===== src/rtl/wb_master_bridge.sv =====
// CPU-side 16-bit request port bridged onto a 32-bit Wishbone classic master.
// A single transaction runs at a time, with a per-transaction wait-cycle timeout.
module wb_master_bridge #(
    parameter logic [31:0] BASE_ADDR      = 32'h3000_0000,
    parameter logic [7:0]  TIMEOUT_CYCLES = 8'd255
) (
    input  logic        wb_clk_i,
    input  logic        wb_rst_i,
    input  logic        cpu_req_i,
    input  logic        cpu_we_i,
    input  logic [15:0] cpu_addr_i,
    input  logic [15:0] cpu_wdata_i,
    input  logic [1:0]  cpu_be_i,
    output logic        cpu_busy_o,
    output logic        cpu_done_o,
    output logic        cpu_err_o,
    output logic [15:0] cpu_rdata_o,
    output logic        wbm_cyc_o,
    output logic        wbm_stb_o,
    output logic        wbm_we_o,
    output logic [31:0] wbm_adr_o,
    output logic [31:0] wbm_dat_o,
    output logic [3:0]  wbm_sel_o,
    input  logic [31:0] wbm_dat_i,
    input  logic        wbm_ack_i
);

    typedef enum logic [1:0] {
        IDLE,
        BUS,
        RESP
    } state_t;

    state_t     state;
    logic [7:0] wait_cnt;
    logic       hi_half;

    always_ff @(posedge wb_clk_i or posedge wb_rst_i) begin
        if (wb_rst_i) begin
            state       <= IDLE;
            wait_cnt    <= '0;
            hi_half     <= 1'b0;
            cpu_busy_o  <= 1'b0;
            cpu_done_o  <= 1'b0;
            cpu_err_o   <= 1'b0;
            cpu_rdata_o <= '0;
            wbm_cyc_o   <= 1'b0;
            wbm_stb_o   <= 1'b0;
            wbm_we_o    <= 1'b0;
            wbm_adr_o   <= '0;
            wbm_dat_o   <= '0;
            wbm_sel_o   <= '0;
        end else begin
            case (state)
                IDLE: begin
                    if (cpu_req_i) begin
                        // Bus-side fields are latched here and held for the whole cycle
                        hi_half    <= cpu_addr_i[0];
                        wbm_adr_o  <= {BASE_ADDR[31:17], cpu_addr_i[15:1], 2'b00};
                        wbm_dat_o  <= cpu_addr_i[0] ? {cpu_wdata_i, 16'h0000}
                                                    : {16'h0000, cpu_wdata_i};
                        wbm_sel_o  <= cpu_addr_i[0] ? {cpu_be_i, 2'b00}
                                                    : {2'b00, cpu_be_i};
                        wbm_we_o   <= cpu_we_i;
                        wbm_cyc_o  <= 1'b1;
                        wbm_stb_o  <= 1'b1;
                        cpu_busy_o <= 1'b1;
                        wait_cnt   <= '0;
                        state      <= BUS;
                    end
                end
                BUS: begin
                    // Ack takes priority, so an ack on the expiry edge still completes cleanly
                    if (wbm_ack_i) begin
                        wbm_cyc_o  <= 1'b0;
                        wbm_stb_o  <= 1'b0;
                        cpu_done_o <= 1'b1;
                        cpu_err_o  <= 1'b0;
                        if (!wbm_we_o) begin
                            cpu_rdata_o <= hi_half ? wbm_dat_i[31:16] : wbm_dat_i[15:0];
                        end
                        state <= RESP;
                    end else if (wait_cnt == TIMEOUT_CYCLES) begin
                        wbm_cyc_o   <= 1'b0;
                        wbm_stb_o   <= 1'b0;
                        cpu_done_o  <= 1'b1;
                        cpu_err_o   <= 1'b1;
                        cpu_rdata_o <= '0;
                        state       <= RESP;
                    end else begin
                        wait_cnt <= wait_cnt + 8'd1;
                    end
                end
                RESP: begin
                    cpu_done_o <= 1'b0;
                    cpu_err_o  <= 1'b0;
                    cpu_busy_o <= 1'b0;
                    state      <= IDLE;
                end
                default: begin
                    state <= IDLE;
                end
            endcase
        end
    end

endmodule

===== config.mk =====
export PLATFORM = sky130hd
export DESIGN_NAME = wb_master_bridge
export DESIGN_NICKNAME = d
export VERILOG_FILES = /design/src/rtl/wb_master_bridge.sv
export SDC_FILE = /design/constraint.sdc
export NUM_CORES = 1
export LEC_CHECK = 0
export CAP_MARGIN = 20
export CELL_PAD_IN_SITES_DETAIL_PLACEMENT = 0
export CELL_PAD_IN_SITES_GLOBAL_PLACEMENT = 2
export CORE_MARGIN = 2
export CORE_UTILIZATION = 22
export CTS_BUF_LIST = sky130_fd_sc_hd__clkbuf_16
export CTS_CLUSTER_SIZE = 16
export DETAILED_ROUTE_END_ITERATION = 10
export PLACE_DENSITY_LB_ADDON = 0.15
export SLEW_MARGIN = 20
export SYNTH_ARGS = -nofsm -noshare
export SYNTH_HDL_FRONTEND = slang
export SYNTH_SLANG_ARGS = --single-unit
export TNS_END_PERCENT = 100

===== constraint.sdc =====
create_clock -name wb_clk_i -period 2.2 [get_ports wb_clk_i]
set_input_delay 0.22 -clock wb_clk_i [delete_from_list [all_inputs] [get_ports wb_clk_i]]
set_output_delay 0.22 -clock wb_clk_i [all_outputs]
set_load 0.01 [all_outputs]

==> run summary, run 1 <==
Max_slew headroom: 0.620
Endpoints failing setup: 0
Most common cell after layout, fill and taps aside: clkdlybuf4s50_1
Max_cap viols: 0
Hold-fix buffer count after cts: 0
Bufs and invs on worst path: 0
Fmax: 549 MHz
Worst setup EP type: flip-flop
Maximum VDD drop: 396 uV
FP Rows: 47
GRT Total Usage: 0.114
Clock Latency Late Sink: 0.34 ns
Per-cell routed wire length: 13.8 um
Total grt overflow: 0
Worst endpoint data arrival time: 2.08 ns
CP required: 2.46 ns
Top FF cell, synth: dfrtp_1
Setup Buffers After CTS: 0
Status: complete, no violations
Clk buf depth: 2
Post-synth EDFFs: 0
Fin util: 0.342
Final Hold Viols: 0
HPWL Detailed: 6870 um
PnR Total Power: 6.34 mW
RSZ-0062 raised after global routing: false
YS warnings: 0
# diodes: 0
Clk pwr share: 0.234
Die Span Y: 134 um
Worst r2r path cells: 5
Fraction of registers with async set/reset: 1.00
Commonest non-fill, non-tap cells in the layout: 145 x clkdlybuf4s50_1, 84 x dfrtp_1, 63 x nand2_1, 44 x o21ai_0, 19 x nand2b_1
Setup CP Type: flip-flop to flip-flop
GPL Wtd Cong: 0.727
Vias per std cell: 4.11
Synthesized area per cell: 10.6 sq um
CTS root buf: clkbuf_16
Pre-Repair DR Iteration Count: 4
Starting DRT DRC Count: 60
Final max-slew violation count: 0
Synthesis-to-layout area growth: 52.8%
Type of origin of the critical path: flip-flop
Slew @ Worst Pin: 0.570 ns
Starting density of the core: 0.224
Pwr Density: 1120 mW/mm^2
Final period utilization: 0.827
# resized after CTS: 0
Crit path max fanout: 5
Comb power frac: 0.386
Boundary Pins: 161
Worst reg2reg endpoint: wait_cnt[3]
Sum Neg Setup Slack: 0 ns
Port Buffer Count: 145
Register bit total from synthesis: 84
Synth cell types: 33
CP delay by family, top: compound AO/OA/AOI/OAI gates
Seq pwr share: 0.380
Largest net degree at the start of global routing: 43
Crit path time final: 1.82 ns
Vias in the first global route: 3,076
Cts bufs inserted: 9
Total number of vias: 2,954
Layout cell share with drive strength beyond 1: 0.0942
Clock skew: 0.00777 ns
Total Wirelength: 9910 um
First-pass GRT wire length: 16,100 um
Net count, final: 566
Hold/Removal Path Class: primary input to async pin
Critical path, cell by cell: ha_1 > and4_1 > a41oi_1 > a41oi_1 > a31oi_1
Int Power: 4.37 mW
Seq/Total Area, Yosys: 0.567
Mapped Area: 0.00370 sq mm
Worst R2R Setup Slack: 0.38 ns
Reg clk slew, reported paths: 0.06 ns
H-tree depth: 3
Reg-to-reg startpoint: wait_cnt[0]
# DRC: 0
Sw Share: 0.311
CTS sink cnt: 84
CTS tree: built
Post-route ant nets: 0
Die area: 0.0179 sq mm
Die Wd: 134 um
CP dominant cell by count: a41oi_1
Core area: 0.0165 sq mm
Net switching power: 1.97 mW
Initial antenna violation count: 0
Syn Inst Count: 350
CP max stage delay: 0.46 ns
Pleak: 2.39 nW
Crit-path slowest cell: a41oi_1
==> worst min-delay path, cell delays in order <==
cell and delay (ns):
clkdlybuf4s50_1 0.44, clkinvlp_4 0.09, buf_4 0.45
==> cell usage after synthesis (2+ instances only) <==
cell / number / area (sq um)
a21o_1: 2 / 15.0
a21oi_1: 9 / 45.0
a31oi_1: 3 / 18.8
a41oi_1: 2 / 17.5
buf_2: 6 / 30.0
buf_4: 18 / 135
clkbuf_1: 13 / 48.8
dfrtp_1: 84 / 2100
inv_1: 5 / 18.8
mux2_2: 17 / 191
mux2i_1: 16 / 160
nand2_1: 63 / 236
nand2b_1: 19 / 119
nand3_1: 11 / 55.1
nand4_1: 3 / 18.8
nor2_1: 3 / 11.3
nor2b_1: 2 / 12.5
nor3_1: 2 / 10.0
o21ai_0: 45 / 225
o2bb2ai_1: 14 / 123
==> power by group through the flow <==
stage / registers [mW] / clock network, mW / logic (mW)
finish: 2.41 / 1.48 / 2.44
global route: 2.50 / 1.61 / 2.67
detailed placement: 2.44 / 0 / 2.50
global placement: 2.43 / 0 / 2.49
floorplan: 2.63 / 0 / 0.889
CTS: 2.42 / 1.56 / 2.50
==> layout make-up <==
type                    count  area (sq um)
clock buffers               9           225
clock inverters             7          58.8
fillers                  1688         10900
inverters                   5          22.5
multi-input cells         237          1420
flip-flops and latches     84          2100
well taps                 220           275
repair buffers            157          1550
==> flip-flops by register name, indices dropped and copies added (netlist names) <==
name,cells
wbm_adr_o,16
hi_half,1
cpu_rdata_o,16
wbm_dat_o,32
state,2
wbm_sel_o,4
wbm_stb_o,1
wait_cnt,8
wbm_we_o,1
cpu_busy_o,1
cpu_err_o,1
cpu_done_o,1
==> layer usage <==
metal / vias to the layer above / wire [um] / share of wire / global-route usage
met4: 0 / 194 / 0.020 / 0.0567
met2: 105 / 4340 / 0.44 / 0.172
met5: - / 0 / 0 / 0
li1: 1457 / - / - / -
met3: 11 / 952 / 0.096 / 0.0446
met1: 1381 / 4420 / 0.45 / 0.142
==> how the worst max path moves through the flow <==
| stage | start | slack (ns) | endpoint | cells after the start |
|---|---|---|---|---|
| final | wait_cnt[0] | 0.38 | wait_cnt[3] | 5 |
| after detailed placement | wbm_ack_i | 0.28 | wait_cnt[4] | 5 |
| after CTS | wait_cnt[0] | 0.42 | wbm_stb_o | 6 |
| after floorplan | state[0] | 0.51 | wbm_sel_o[0] | 7 |
| after global routing | wait_cnt[0] | 0.26 | wait_cnt[3] | 5 |
| after global placement | wbm_ack_i | 0.26 | wait_cnt[4] | 5 |
==> kinds of logic (layout without fill, tap and decap cells) <==
family	after synthesis	in the layout	share of synthesized area
simple gates	109	109	0.137
other cells	1	15	0.00101
flops	84	84	0.567
mux	33	33	0.0949
compound gates	79	79	0.132
buf+inv	43	178	0.0638
fa+ha+maj	1	1	0.00338
==> metrics by stage <==
step                      worst slack, ns  instances  hold slack (ns)  instance area [sq um]
after floorplan                     0.512        364            0.365                   3760
after global placement              0.261        703            0.462                   5380
after detailed placement            0.276        703            0.469                   5380
after CTS                           0.419        719            0.431                   5660
after global routing                0.257        719            0.482                   5660
final                               0.380        719            0.403                   5660
(Power assumes the default switching activity.)
==> inputs of run 2 (changes only) <==
--- a/config.mk
+++ b/config.mk
@@ -9,7 +9,7 @@
 export CELL_PAD_IN_SITES_DETAIL_PLACEMENT = 0
 export CELL_PAD_IN_SITES_GLOBAL_PLACEMENT = 2
 export CORE_MARGIN = 2
-export CORE_UTILIZATION = 22
+export CORE_UTILIZATION = 25
 export CTS_BUF_LIST = sky130_fd_sc_hd__clkbuf_16
 export CTS_CLUSTER_SIZE = 16
 export DETAILED_ROUTE_END_ITERATION = 10
==> constraint.sdc (replaced) <==
create_clock -name wb_clk_i -period 1.68 [get_ports wb_clk_i]
set_input_delay 0.168 -clock wb_clk_i [delete_from_list [all_inputs] [get_ports wb_clk_i]]
set_output_delay 0.168 -clock wb_clk_i [all_outputs]
set_load 0.01 [all_outputs]
==> run summary, run 2 (synthesized netlist as in run 1, its figures left out) <==
Final max-slew violation count: 0 (unchanged)
Worst endpoint data arrival time: 1.84 ns (was 2.08 ns)
Per-cell routed wire length: 13.6 um (was 13.8 um)
Reg-to-reg startpoint: state[1] (was wait_cnt[0])
Fill count: 1,446 (was 1,688)
Clk buf depth: 2 (unchanged)
Port Buffer Count: 145 (unchanged)
GRT Total Usage: 0.124 (was 0.114)
Initial antenna violation count: 0 (unchanged)
CP required: 1.96 ns (was 2.46 ns)
# resized after CTS: 0 (unchanged)
Max_cap viols: 0 (unchanged)
Clock Latency Late Sink: 0.34 ns (about the same)
Core area: 0.0145 sq mm (was 0.0165 sq mm)
First-pass GRT wire length: 15,700 um (was 16,100 um)
Setup Buffers After CTS: 0 (unchanged)
Total grt overflow: 0 (unchanged)
Final period utilization: 0.932 (was 0.827)
Worst R2R Setup Slack: 0.11 ns (was 0.38 ns)
CP Capture Point: wait_cnt[4] (was wait_cnt[3])
CP delay by family, top: simple AND/OR/NAND/NOR gates (was compound AO/OA/AOI/OAI gates)
Fmax: 638 MHz (was 549 MHz)
Status: complete, no violations (unchanged)
Worst setup path startpoint: state[1] (was wait_cnt[0])
Critical path, cell by cell: or3b_4 > o21bai_4 > or4_1 > nand3_1 (was ha_1 > and4_1 > a41oi_1 > a41oi_1 > a31oi_1)
Crit path max fanout: 3 (was 5)
Maximum VDD drop: 486 uV (was 396 uV)
Die Span Y: 126 um (was 134 um)
Total Wirelength: 9430 um (was 9910 um)
# diodes: 0 (unchanged)
Crit-path slowest cell: or4_1 (was a41oi_1)
Pwr Density: 1460 mW/mm^2 (was 1120 mW/mm^2)
Die area: 0.0158 sq mm (was 0.0179 sq mm)
Largest register FFs: 32 (unchanged)
Worst r2r path cells: 4 (was 5)
Setup CP Type: flip-flop to flip-flop (unchanged)
RSZ-0062 raised after global routing: false (unchanged)
Worst reg2reg endpoint: wait_cnt[4] (was wait_cnt[3])
Vias in the first global route: 3,052 (was 3,076)
Crit path time final: 1.57 ns (was 1.82 ns)
Die Wd: 126 um (was 134 um)
HPWL Detailed: 6780 um (was 6870 um)
Cts bufs inserted: 9 (unchanged)
# DRC: 0 (unchanged)
GPL Wtd Cong: 0.719 (was 0.727)
Register area: 0.00210 sq mm (unchanged)
Most common cell after layout, fill and taps aside: clkdlybuf4s50_1 (unchanged)
Worst hold slack: 0.255 ns (was 0.403 ns)
Post-route ant nets: 0 (unchanged)
H-tree depth: 3 (unchanged)
Bufs and invs on worst path: 0 (unchanged)
Pre-Repair DR Iteration Count: 4 (unchanged)
Final Hold Viols: 0 (unchanged)
Area of the multi-input gates: 0.00142 sq mm (about the same)
Layout cell share with drive strength beyond 1: 0.117 (was 0.0942)
CTS sink cnt: 84 (unchanged)
Starting DRT DRC Count: 47 (was 60)
Hold/Removal Path Class: primary input to async pin (unchanged)
Commonest non-fill, non-tap cells in the layout: 145 x clkdlybuf4s50_1, 84 x dfrtp_1, 63 x nand2_1, 44 x o21ai_0, 19 x nand2b_1 (unchanged)
CTS tree: built (unchanged)
Vias per std cell: 4.34 (was 4.11)
Clock skew: 0.00436 ns (was 0.00777 ns)
Hold-fix buffer count after cts: 0 (unchanged)
Type of origin of the critical path: flip-flop (unchanged)
Sum Neg Setup Slack: 0 ns (unchanged)
Worst setup EP type: flip-flop (unchanged)
Endpoints failing setup: 0 (unchanged)
Total number of vias: 3,016 (was 2,954)
Levels on crit path: 4 (was 5)
Biggest regs: wbm_dat_o: 32 flops, cpu_rdata_o: 16 flops, wbm_adr_o: 16 flops (unchanged)
Pleak: 2.48 nW (was 2.39 nW)
FP Rows: 44 (was 47)
Synthesis-to-layout area growth: 56.1% (was 52.8%)
Largest net degree at the start of global routing: 68 (was 43)
Boundary Pins: 161 (unchanged)
CP max stage delay: 0.46 ns (about the same)
Most flops, register: wbm_dat_o (unchanged)
CTS root buf: clkbuf_16 (unchanged)
Starting density of the core: 0.256 (was 0.224)
Reg clk slew, reported paths: 0.06 ns (about the same)
Net count, final: 578 (was 566)
-- run 2: cell count changes in the layout (fill, tap and decap cells not counted) --
cell    previous run  this run
or3b_1             1         0
or3b_4             1         2
buf_4             11        17
buf_12             1         7
-- run 2: final cells by class --
type | instances | area share
Multi-Input combinational cell | 237 | 0.246
Tap cell | 184 | 0.0398
Clock inverter | 7 | 0.0102
Sequential cell | 84 | 0.364
Timing Repair Buffer | 169 | 0.297
Clock buffer | 9 | 0.0390
Inverter | 5 | 0.00390
-- run 2: how the worst min path moves through the flow --
stage / start / endpoint / slack, ns / cells past startpoint
floorplan: cpu_wdata_i[0] / wbm_dat_o[16] / 0.31 / 2
global placement: wbm_dat_o[9] / wbm_dat_o[9] / 0.46 / 2
detailed placement: wbm_dat_o[30] / wbm_dat_o[30] / 0.47 / 2
CTS: wb_rst_i / cpu_rdata_o[15] / 0.25 / 3
global route: wb_rst_i / wbm_adr_o[4] / 0.28 / 3
finish: wb_rst_i / wbm_adr_o[5] / 0.26 / 3
-- run 2: worst reg2reg max path: stages (launching register included) --
cell and delay [ns]:
dfrtp_1 0.38, or3b_4 0.40, o21bai_4 0.18, or4_1 0.47, nand3_1 0.08
-- run 2: per-layer routing --
layer / up-vias / share of wire / track usage / wire length (um)
met2: 102 / 0.45 / 0.189 / 4220
met4: 0 / 0.021 / 0.0621 / 202
met5: - / 0 / 0 / 0
li1: 1482 / - / - / -
met3: 12 / 0.083 / 0.0421 / 783
met1: 1420 / 0.45 / 0.158 / 4220
-- run 2: where the power goes --
part / leakage (nW) / total, mW / switching [mW] / internal [mW]
clock network: 0.141 / 1.91 / 0.779 / 1.13
registers: 1.06 / 3.15 / 0.421 / 2.73
logic: 1.29 / 3.38 / 1.37 / 2.01
total: 2.48 / 8.44 / 2.57 / 5.87
-- run 2: metrics by stage --
step | power [mW] | instance area [sq um] | setup slack (ns) | utilization | std cells
floorplan | 4.61 | 3760 | 0.00554 | - | 364
global placement | 6.59 | 5500 | -0.124 | 0.380 | 679
detailed placement | 6.63 | 5500 | -0.122 | 0.380 | 679
CTS | 8.61 | 5780 | 0.0844 | 0.399 | 695
global route | 9.04 | 5780 | 0.00515 | 0.399 | 695
finish | 8.44 | 5780 | 0.114 | 0.399 | 695
==> inputs of run 3 (changes only) <==
--- a/config.mk
+++ b/config.mk
@@ -5,7 +5,6 @@
 export SDC_FILE = /design/constraint.sdc
 export NUM_CORES = 1
 export LEC_CHECK = 0
-export CAP_MARGIN = 20
 export CELL_PAD_IN_SITES_DETAIL_PLACEMENT = 0
 export CELL_PAD_IN_SITES_GLOBAL_PLACEMENT = 2
 export CORE_MARGIN = 2
==> results of run 3 <==
No change in the layout: final DEF, timing and power equal those of run 2.
